[config.mk]
export PLATFORM = sky130hd
export DESIGN_NAME = alu_arbiter
export DESIGN_NICKNAME = d
export VERILOG_FILES = /design/src/rtl/alu_pkg.sv /design/src/rtl/alu.sv /design/src/rtl/alu_arbiter.sv
export SDC_FILE = /design/constraint.sdc
export NUM_CORES = 1
export LEC_CHECK = 0
export BUFFER_PORTS_ARGS = -buffer_cell sky130_fd_sc_hd__buf_2
export CELL_PAD_IN_SITES_DETAIL_PLACEMENT = 1
export CELL_PAD_IN_SITES_GLOBAL_PLACEMENT = 2
export CORE_UTILIZATION = 29
export DETAILED_ROUTE_END_ITERATION = 8
export GPL_ROUTABILITY_DRIVEN = 0
export GPL_TIMING_DRIVEN = 0
export PLACE_DENSITY = 0.84
export SETUP_SLACK_MARGIN = 0.05
export SLEW_MARGIN = 20
export SYNTH_ARGS = -nofsm -noshare
export SYNTH_HDL_FRONTEND = slang
export SYNTH_SLANG_ARGS = --single-unit
[constraint.sdc]
create_clock -name clk -period 6.5 [get_ports clk]
set_clock_uncertainty 0.15 [all_clocks]
set_input_delay 0.975 -clock clk [delete_from_list [all_inputs] [get_ports clk]]
set_output_delay 0.975 -clock clk [all_outputs]
set_load 0.005 [all_outputs]
[src/rtl/alu_pkg.sv]
// Shared definitions for the ALU and its two-requester arbiter:
// ALUControl encodings, arbiter state encodings and the datapath width.
package alu_pkg;

    localparam int DATA_W = 32;

    localparam logic [2:0] ALU_ADD = 3'b000;
    localparam logic [2:0] ALU_SUB = 3'b001;
    localparam logic [2:0] ALU_AND = 3'b010;
    localparam logic [2:0] ALU_OR  = 3'b011;

    typedef enum logic {
        ST_IDLE = 1'b0,
        ST_RESP = 1'b1
    } arb_state_t;

    // Any encoding with the top bit set is outside the ALUControl set.
    function automatic logic is_illegal_op(input logic [2:0] op);
        return op[2];
    endfunction

endpackage

[src/rtl/alu.sv]
// Combinational 32-bit ALU: add, subtract, and, or. Illegal encodings
// yield a zero result and raise the illegal flag.
module alu
    import alu_pkg::*;
(
    input  logic [DATA_W-1:0] a,
    input  logic [DATA_W-1:0] b,
    input  logic [2:0]        alu_control,
    output logic [DATA_W-1:0] result,
    output logic              illegal
);

    always_comb begin
        result  = '0;
        illegal = is_illegal_op(alu_control);
        case (alu_control)
            ALU_ADD: result = a + b;
            ALU_SUB: result = a - b;
            ALU_AND: result = a & b;
            ALU_OR:  result = a | b;
            default: result = '0;
        endcase
    end

endmodule

[src/rtl/alu_arbiter.sv]
// Shares one ALU between two valid/ready requesters, round-robin or fixed
// priority, holding each registered result until its owner takes it.
// Optional macro ALU_ARB_PERF_EN adds per-requester 32-bit grant counters.
module alu_arbiter
    import alu_pkg::*;
#(
    parameter int FIXED_PRIO = 0
) (
    input  logic              clk,
    input  logic              rst,
    input  logic              req0_valid,
    output logic              req0_ready,
    input  logic [DATA_W-1:0] req0_a,
    input  logic [DATA_W-1:0] req0_b,
    input  logic [2:0]        req0_op,
    input  logic              req1_valid,
    output logic              req1_ready,
    input  logic [DATA_W-1:0] req1_a,
    input  logic [DATA_W-1:0] req1_b,
    input  logic [2:0]        req1_op,
    output logic              rsp0_valid,
    input  logic              rsp0_ready,
    output logic [DATA_W-1:0] rsp0_result,
    output logic              rsp0_err,
    output logic              rsp1_valid,
    input  logic              rsp1_ready,
    output logic [DATA_W-1:0] rsp1_result,
    output logic              rsp1_err
`ifdef ALU_ARB_PERF_EN
    ,
    output logic [31:0]       grant_cnt0,
    output logic [31:0]       grant_cnt1
`endif
);

    arb_state_t        state_q;
    arb_state_t        state_d;
    logic              prio_q;
    logic              owner_q;
    logic [DATA_W-1:0] result_q;
    logic              err_q;

    logic              rsp_hs;
    logic              can_accept;
    logic              winner;
    logic              accept;
    logic [DATA_W-1:0] alu_a;
    logic [DATA_W-1:0] alu_b;
    logic [2:0]        alu_op;
    logic [DATA_W-1:0] alu_result;
    logic              alu_illegal;

    // A new op may enter in the same cycle the held result is taken,
    // which gives back-to-back throughput. Ready is held low while in reset.
    always_comb begin
        rsp_hs     = (state_q == ST_RESP) && (owner_q ? rsp1_ready : rsp0_ready);
        can_accept = rst && ((state_q == ST_IDLE) || rsp_hs);
        if (req0_valid && req1_valid) begin
            winner = (FIXED_PRIO != 0) ? 1'b0 : prio_q;
        end else begin
            winner = !req0_valid;
        end
        req0_ready = can_accept && req0_valid && !winner;
        req1_ready = can_accept && req1_valid && winner;
        accept     = req0_ready || req1_ready;
        alu_a      = winner ? req1_a  : req0_a;
        alu_b      = winner ? req1_b  : req0_b;
        alu_op     = winner ? req1_op : req0_op;
    end

    alu u_alu (
        .a           (alu_a),
        .b           (alu_b),
        .alu_control (alu_op),
        .result      (alu_result),
        .illegal     (alu_illegal)
    );

    always_ff @(posedge clk or negedge rst) begin
        if (!rst) begin
            state_q <= ST_IDLE;
        end else begin
            state_q <= state_d;
        end
    end

    always_comb begin
        state_d = state_q;
        case (state_q)
            ST_IDLE: if (accept) state_d = ST_RESP;
            ST_RESP: if (rsp_hs && !accept) state_d = ST_IDLE;
            default: state_d = ST_IDLE;
        endcase
    end

    always_comb begin
        rsp0_valid  = (state_q == ST_RESP) && !owner_q;
        rsp1_valid  = (state_q == ST_RESP) && owner_q;
        rsp0_result = rsp0_valid ? result_q : '0;
        rsp1_result = rsp1_valid ? result_q : '0;
        rsp0_err    = rsp0_valid && err_q;
        rsp1_err    = rsp1_valid && err_q;
    end

    // Result, owner and priority only move on an accept edge.
    always_ff @(posedge clk or negedge rst) begin
        if (!rst) begin
            prio_q   <= 1'b0;
            owner_q  <= 1'b0;
            result_q <= '0;
            err_q    <= 1'b0;
        end else if (accept) begin
            result_q <= alu_result;
            err_q    <= alu_illegal;
            owner_q  <= winner;
            if (FIXED_PRIO == 0) begin
                prio_q <= !winner;
            end
        end
    end

`ifdef ALU_ARB_PERF_EN
    always_ff @(posedge clk or negedge rst) begin
        if (!rst) begin
            grant_cnt0 <= '0;
            grant_cnt1 <= '0;
        end else begin
            if (req0_ready) grant_cnt0 <= grant_cnt0 + 32'd1;
            if (req1_ready) grant_cnt1 <= grant_cnt1 + 32'd1;
        end
    end
`endif

endmodule
* After elaboration in Yosys (flattened, before gate mapping)
Cells that the tools add are included.
** Cells by class
- Bitwise gates (word level) :: 3
- Reductions and logical operators :: 19
- Eq/ne operators :: 3
- Mux-type cells :: 11
- $add $sub $neg :: 2
** Operators by type and width (number)
- two-way mux 32 bit :: 4
- case mux 32 bit (4 select lines) :: 1
- adder 32 bit :: 1
- AND 32 bit :: 1
- OR 32 bit :: 1
- subtractor 32 bit :: 1
- logical AND 1 bit :: 12
- equality test 3 x 2 -> 1 bit (second input constant) :: 2
- zero test 1 bit :: 4
- two-way mux 1 bit :: 4
- equality test 3 x 1 -> 1 bit (second input constant) :: 1
- zero test 3 bit :: 1
- two-way mux 3 bit :: 1
- logical OR 1 bit :: 2
- case mux 1 bit (2 select lines) :: 1
- NOT 1 bit :: 1
** Storage, ports and cells
- Input port bits :: 140
- Register bits after elaboration :: 36
- Logic and storage cells :: 43

* Depth between registers and ports, before layout
- Depth in word-level cells :: 11
- Gate-level depth with buffers :: 20
- Gate-level depth less buffers :: 18

* Hierarchy
A second synthesis with hierarchy kept.
** Unflattened totals
- Cell total of the unflattened synthesis :: 726
- Area, all modules :: 5834.3 µm²
** Modules (own cells, without submodules)
- alu :: cells each 486, area an instance 3149.3 µm², instances 1, sequential area each 0.0 µm²
- alu_arbiter :: cells each 240, area an instance 2685.1 µm², instances 1, sequential area each 900.9 µm²

* Worst setup path before layout
No wires, ideal clock.
- Path type :: in2reg
- Start point :: input port req0_valid
- End point :: register result_q[23]
- Required time :: 6.208 ns
- Slack :: 1.584 ns
- Stages on the path :: 19
- Arrival :: 4.624 ns
- Cells stage by stage :: a21bo_1 > clkbuf_1 > mux2i_1 > or2_2 > clkbuf_1 > nand2_1 > xor2_1 > nand2_1 > o21ai_0 > ha_1 > a211oi_1 > nor2_1 > nor4_1 > nor4_1 > or3b_1 > a21oi_1 > o21ai_1 > xnor2_1 > o221ai_1
** On the way
- Word-level cells in the longest chain between the ends :: 5
- Elaborated cells between the ends (all ways) :: 20
- Those cells by class :: add/sub: 2; eq/ne: 3; mux: 5; bitwise: 2; reduce/logical: 8
** Ends and longest elaborated chain
- start: declaration :: RTL line alu_arbiter.sv:11 : input logic req0_valid,
- zero test 1 bit / logical AND 1 bit (equally long branches) :: RTL line alu_arbiter.sv:61, alu_arbiter.sv:58
- two-way mux 1 bit :: RTL line alu_arbiter.sv:58 : if (req0_valid && req1_valid) begin
- two-way mux 32 bit, or another cell as far along :: RTL line alu_arbiter.sv:66 : alu_a = winner ? req1_a : req0_a;
- subtractor 32 bit, or another cell as far along :: RTL line alu.sv:18 : ALU_SUB: result = a - b;
- case mux 32 bit (4 select lines) / logical OR 1 bit (equally long branches) :: RTL line alu.sv:16, alu_arbiter.sv:65
- end signal: assignment :: RTL line alu_arbiter.sv:113 : result_q <= alu_result;
- end: declaration :: RTL line alu_arbiter.sv:40 : logic [DATA_W-1:0] result_q;
Several ways; a longest one is shown, not always the timed one.
A chain may end at the register's enable or synchronous reset.

* Final worst setup path
- Start point :: input port req1_valid
- End point :: register result_q[23]
** On the way
- Word-level cells in the longest chain between the ends :: 5
- Elaborated cells between the ends (all ways) :: 19
- Those cells by class :: add/sub: 2; eq/ne: 3; mux: 5; bitwise: 2; reduce/logical: 7
** Ends and longest elaborated chain
- start: declaration :: RTL line alu_arbiter.sv:16 : input logic req1_valid,
- logical AND 1 bit :: RTL line alu_arbiter.sv:58
- two-way mux 1 bit :: RTL line alu_arbiter.sv:58
- two-way mux 32 bit, or another cell as far along :: RTL line alu_arbiter.sv:66
- subtractor 32 bit, or another cell as far along :: RTL line alu.sv:18
- case mux 32 bit (4 select lines) / logical OR 1 bit (equally long branches) :: RTL line alu.sv:16, alu_arbiter.sv:65
Several ways; a longest one is shown, not always the timed one.

==> flow_summary.json <==
{
  "status": "complete, no violations",
  "netlist_instances": 820,
  "grt-ovfl-total": 0,
  "cp_data_required_time_ns": 6.50,
  "hold_buffers": 0,
  "regArea_um2": 901,
  "core_area_um2": 19500,
  "worst_slew_pin_slew_ns": 0.923,
  "min_to": "result_q[23]$_DFFE_PN0P_",
  "cp_cell_sequence": "buf_2 > a21boi_4 > buf_2 > buf_2 > buf_2 > clkbuf_2 > nor3_1 > nor3_1 > xor2_1 > ha_1 > nand2_1 > nor3b_2 > nor4_1 > nor4_2 > or3b_1 > a21oi_1 > o21ai_1 > xnor2_1 > o221ai_1",
  "numPortBuffers": 209,
  "drtPass1Iterations": 5,
  "cts_tree": "done",
  "slew_headroom_pct": 38.5,
  "crit_fanout": 10,
  "nets": 1207,
  "synth_top_area_cell": "dfrtp_1",
  "p_leak_nw": 3.71,
  "cts_root_buf": "clkbuf_16",
  "synth_common_cells": "nand2_1, a21oi_1, nor2_1",
  "fmax_ghz": 0.163,
  "grt_start_max_net_pins": 39,
  "setup_viol": 0,
  "drt-initial-drc-count": 503,
  "hold_viol_final": 0,
  "syn-num-nets": 991,
  "synthAdderAreaFrac_pct": 7.41,
  "area_delta_synth_final_pct": 27.5,
  "clk_pin_slew_ns": 0.06,
  "post-route-drc-count": 0,
  "post_drt_wl_per_cell_um": 21.2,
  "maxCapViolCount": 0,
  "rsz0062_at_grt": "false",
  "finalNonFillerCells": 1302,
  "startpoint_type": "input pin",
  "fin_crit_sh_pct": 94.6,
  "synth_mux_area_share_pct": 6.10,
  "initial_utilization_pct": 29.5,
  "cts_sinks": 36,
  "slew_viol_final": 0,
  "viasPerCell": 5.49,
  "grt_use_total_pct": 27.5,
  "worst_path_max_delay_cell": "nor4_1",
  "die_area_um2": 20400,
  "r2r_cells": 18,
  "grt_pass1_wl_mm": 41.5,
  "rows": 51,
  "synthSimpleGateAreaFrac_pct": 31.2,
  "synthesis.area_um2": 5740,
  "reg2reg_slack_ns": 0.71,
  "yosysTopAreaCellShare_pct": 15.7,
  "numCtsBuffers": 5,
  "critPathArrivalTime_ns": 6.15,
  "vias": 7148,
  "num_io_pins": 210,
  "dpl.hpwl_mm": 21.6,
  "yosysUniqueCellTypes": 69,
  "critical_path_class": "in2reg",
  "wl_mm": 27.6,
  "hold_path.class": "reg2reg",
  "clk_latency_ns": 0.30,
  "min_from": "result_q[23]$_DFFE_PN0P_",
  "dp_cells": 1294,
  "ys_seq_elements": 36,
  "drive_above_1_share_pct": 23.9,
  "die_h_um": 143,
  "synthArstFlopShare_pct": 100,
  "antenna_found_initial": 0,
  "synth.avg_cell_area_um2": 7.00,
  "power-per-cell-area_nw_per_um2": 266,
  "synthFlopType": "dfrtp_1",
  "grt_pass1_vias": 7087,
  "seq_area_frac_synth_pct": 15.7,
  "finalCriticalPeriod_ns": 6.15,
  "ant_nets": 0,
  "slowest_delay_ns": 0.61,
  "synth_warnings": 0,
  "synth_edf_count": 0,
  "vdd_drop_max_mv": 0.115,
  "h-tree-depth": 2,
  "max-clock-path-buffers": 2,
  "synth_area_leaders": "dfrtp_1, nand2_1, ha_1",
  "synth_xor_area_share_pct": 9.44,
  "fill_cells": 2542,
  "multiInputGateArea_um2": 4620,
  "antennaDiodeCount": 0,
  "synth_compound_gate_area_share_pct": 26.1,
  "hold_slack_ns": 0.362,
  "r2r-end": "result_q[23]$_DFFE_PN0P_",
  "holdPathStages": 2,
  "critPathCaptureType": "flip-flop",
  "yosysMostFrequentCell": "nand2_1",
  "die_width_um": 143,
  "worst_path_most_repeated_cell": "buf_2",
  "synth_top_family_by_area": "simple AND/OR/NAND/NOR gates",
  "r2r_start": "prio_q$_DFFE_PN0P_"
}
==> state kept, by name, indices dropped and copies added, names as in the netlist <==
register	cells
owner_q	1
result_q	32
err_q	1
prio_q	1
state_q	1
==> layer usage <==
| layer | up-vias | routed length, µm | track usage (%) |
|---|---|---|---|
| li1 | 3389 | - | - |
| met2 | 253 | 12800 | 46.4 |
| met5 | - | 0 | 0 |
| met3 | 33 | 1570 | 4.02 |
| met4 | 0 | 641 | 8.21 |
| met1 | 3473 | 12600 | 36.1 |
==> area by class of cell <==
type	count	area share, %
Buffer	45	2.50
Tap cell	265	4.53
Inverter	13	0.667
Multi-Input combinational cell	725	63.0
Clock buffer	5	1.71
Sequential cell	36	12.3
Timing Repair Buffer	210	14.7
Clock inverter	3	0.581
==> metrics by stage <==
| stage | utilization, % | power (W) | TNS [ns] | worst slack (ns) | instance area [µm²] |
|---|---|---|---|---|---|
| global route | 37.6 | 0.00209 | 0 | 0.123 | 7320 |
| detailed placement | 36.6 | 0.00162 | -1.02 | -0.270 | 7120 |
| CTS | 37.4 | 0.00194 | 0 | 0.140 | 7290 |
| floorplan | - | 0.00118 | 0 | 1.58 | 5740 |
| finish | 37.6 | 0.00194 | 0 | 0.353 | 7320 |
| global placement | 36.6 | 0.00160 | -0.823 | -0.246 | 7120 |
==> report_power, final <==
| group | switching, W | leakage (nW) | internal, W |
|---|---|---|---|
| combinational | 0.000815 | 3.15 | 0.000493 |
| clock | 0.000125 | 0.0798 | 0.000181 |
| sequential | 0.0000513 | 0.480 | 0.000279 |
==> worst max-delay path, delay by kind of cell <==
family                   cells  cell delay, ns
AO/OA/AOI/OAI                4            0.96
adder cells (fa/ha/maj)      1            0.32
AND/OR/NAND/NOR              7            1.72
buffers and inverters        5            1.76
XOR/XNOR                     2            0.38
==> placed cells by master (no fill, tap or decap), types with 17 or more instances in the layout <==
master / instances
xnor2_1: 23
clkbuf_1: 33
a31oi_1: 23
o21ai_0: 24
a21oi_1: 73
nand2_1: 146
o221ai_1: 17
dfrtp_1: 36
xor2_1: 37
and3_1: 38
buf_2: 217
nor3_1: 22
ha_1: 30
nor2_1: 66
and2_1: 41
mux2i_1: 35
==> how the worst max path moves through the flow <==
stage                     slack (ns)  depth (start not counted)       start                  endpoint
after floorplan                 1.58                         19  req0_valid  result_q[23]$_DFFE_PN0P_
after global placement         -0.25                         19  req0_valid  result_q[23]$_DFFE_PN0P_
after detailed placement       -0.27                         19  req0_valid  result_q[23]$_DFFE_PN0P_
after CTS                       0.14                         19  req1_valid  result_q[23]$_DFFE_PN0P_
after global routing            0.12                         19  req1_valid  result_q[23]$_DFFE_PN0P_
final                           0.35                         19  req1_valid  result_q[23]$_DFFE_PN0P_
==> cell families (layout without fill, tap and decap cells) <==
kind of cell / Yosys count / after routing
simple gates: 369 / 369
compound gates: 226 / 226
xor+xnor: 61 / 61
buf+inv: 59 / 276
flops: 36 / 36
mux: 35 / 35
fa+ha+maj: 34 / 34
==> timing repair <==
item / CTS / global route
gates resized for setup: 1 / 5
setup buffers: 0 / 0
pin swaps: 0 / 0
endpoints found under the setup margin: 1 / 8
Power figures use the tool's default switching activity.
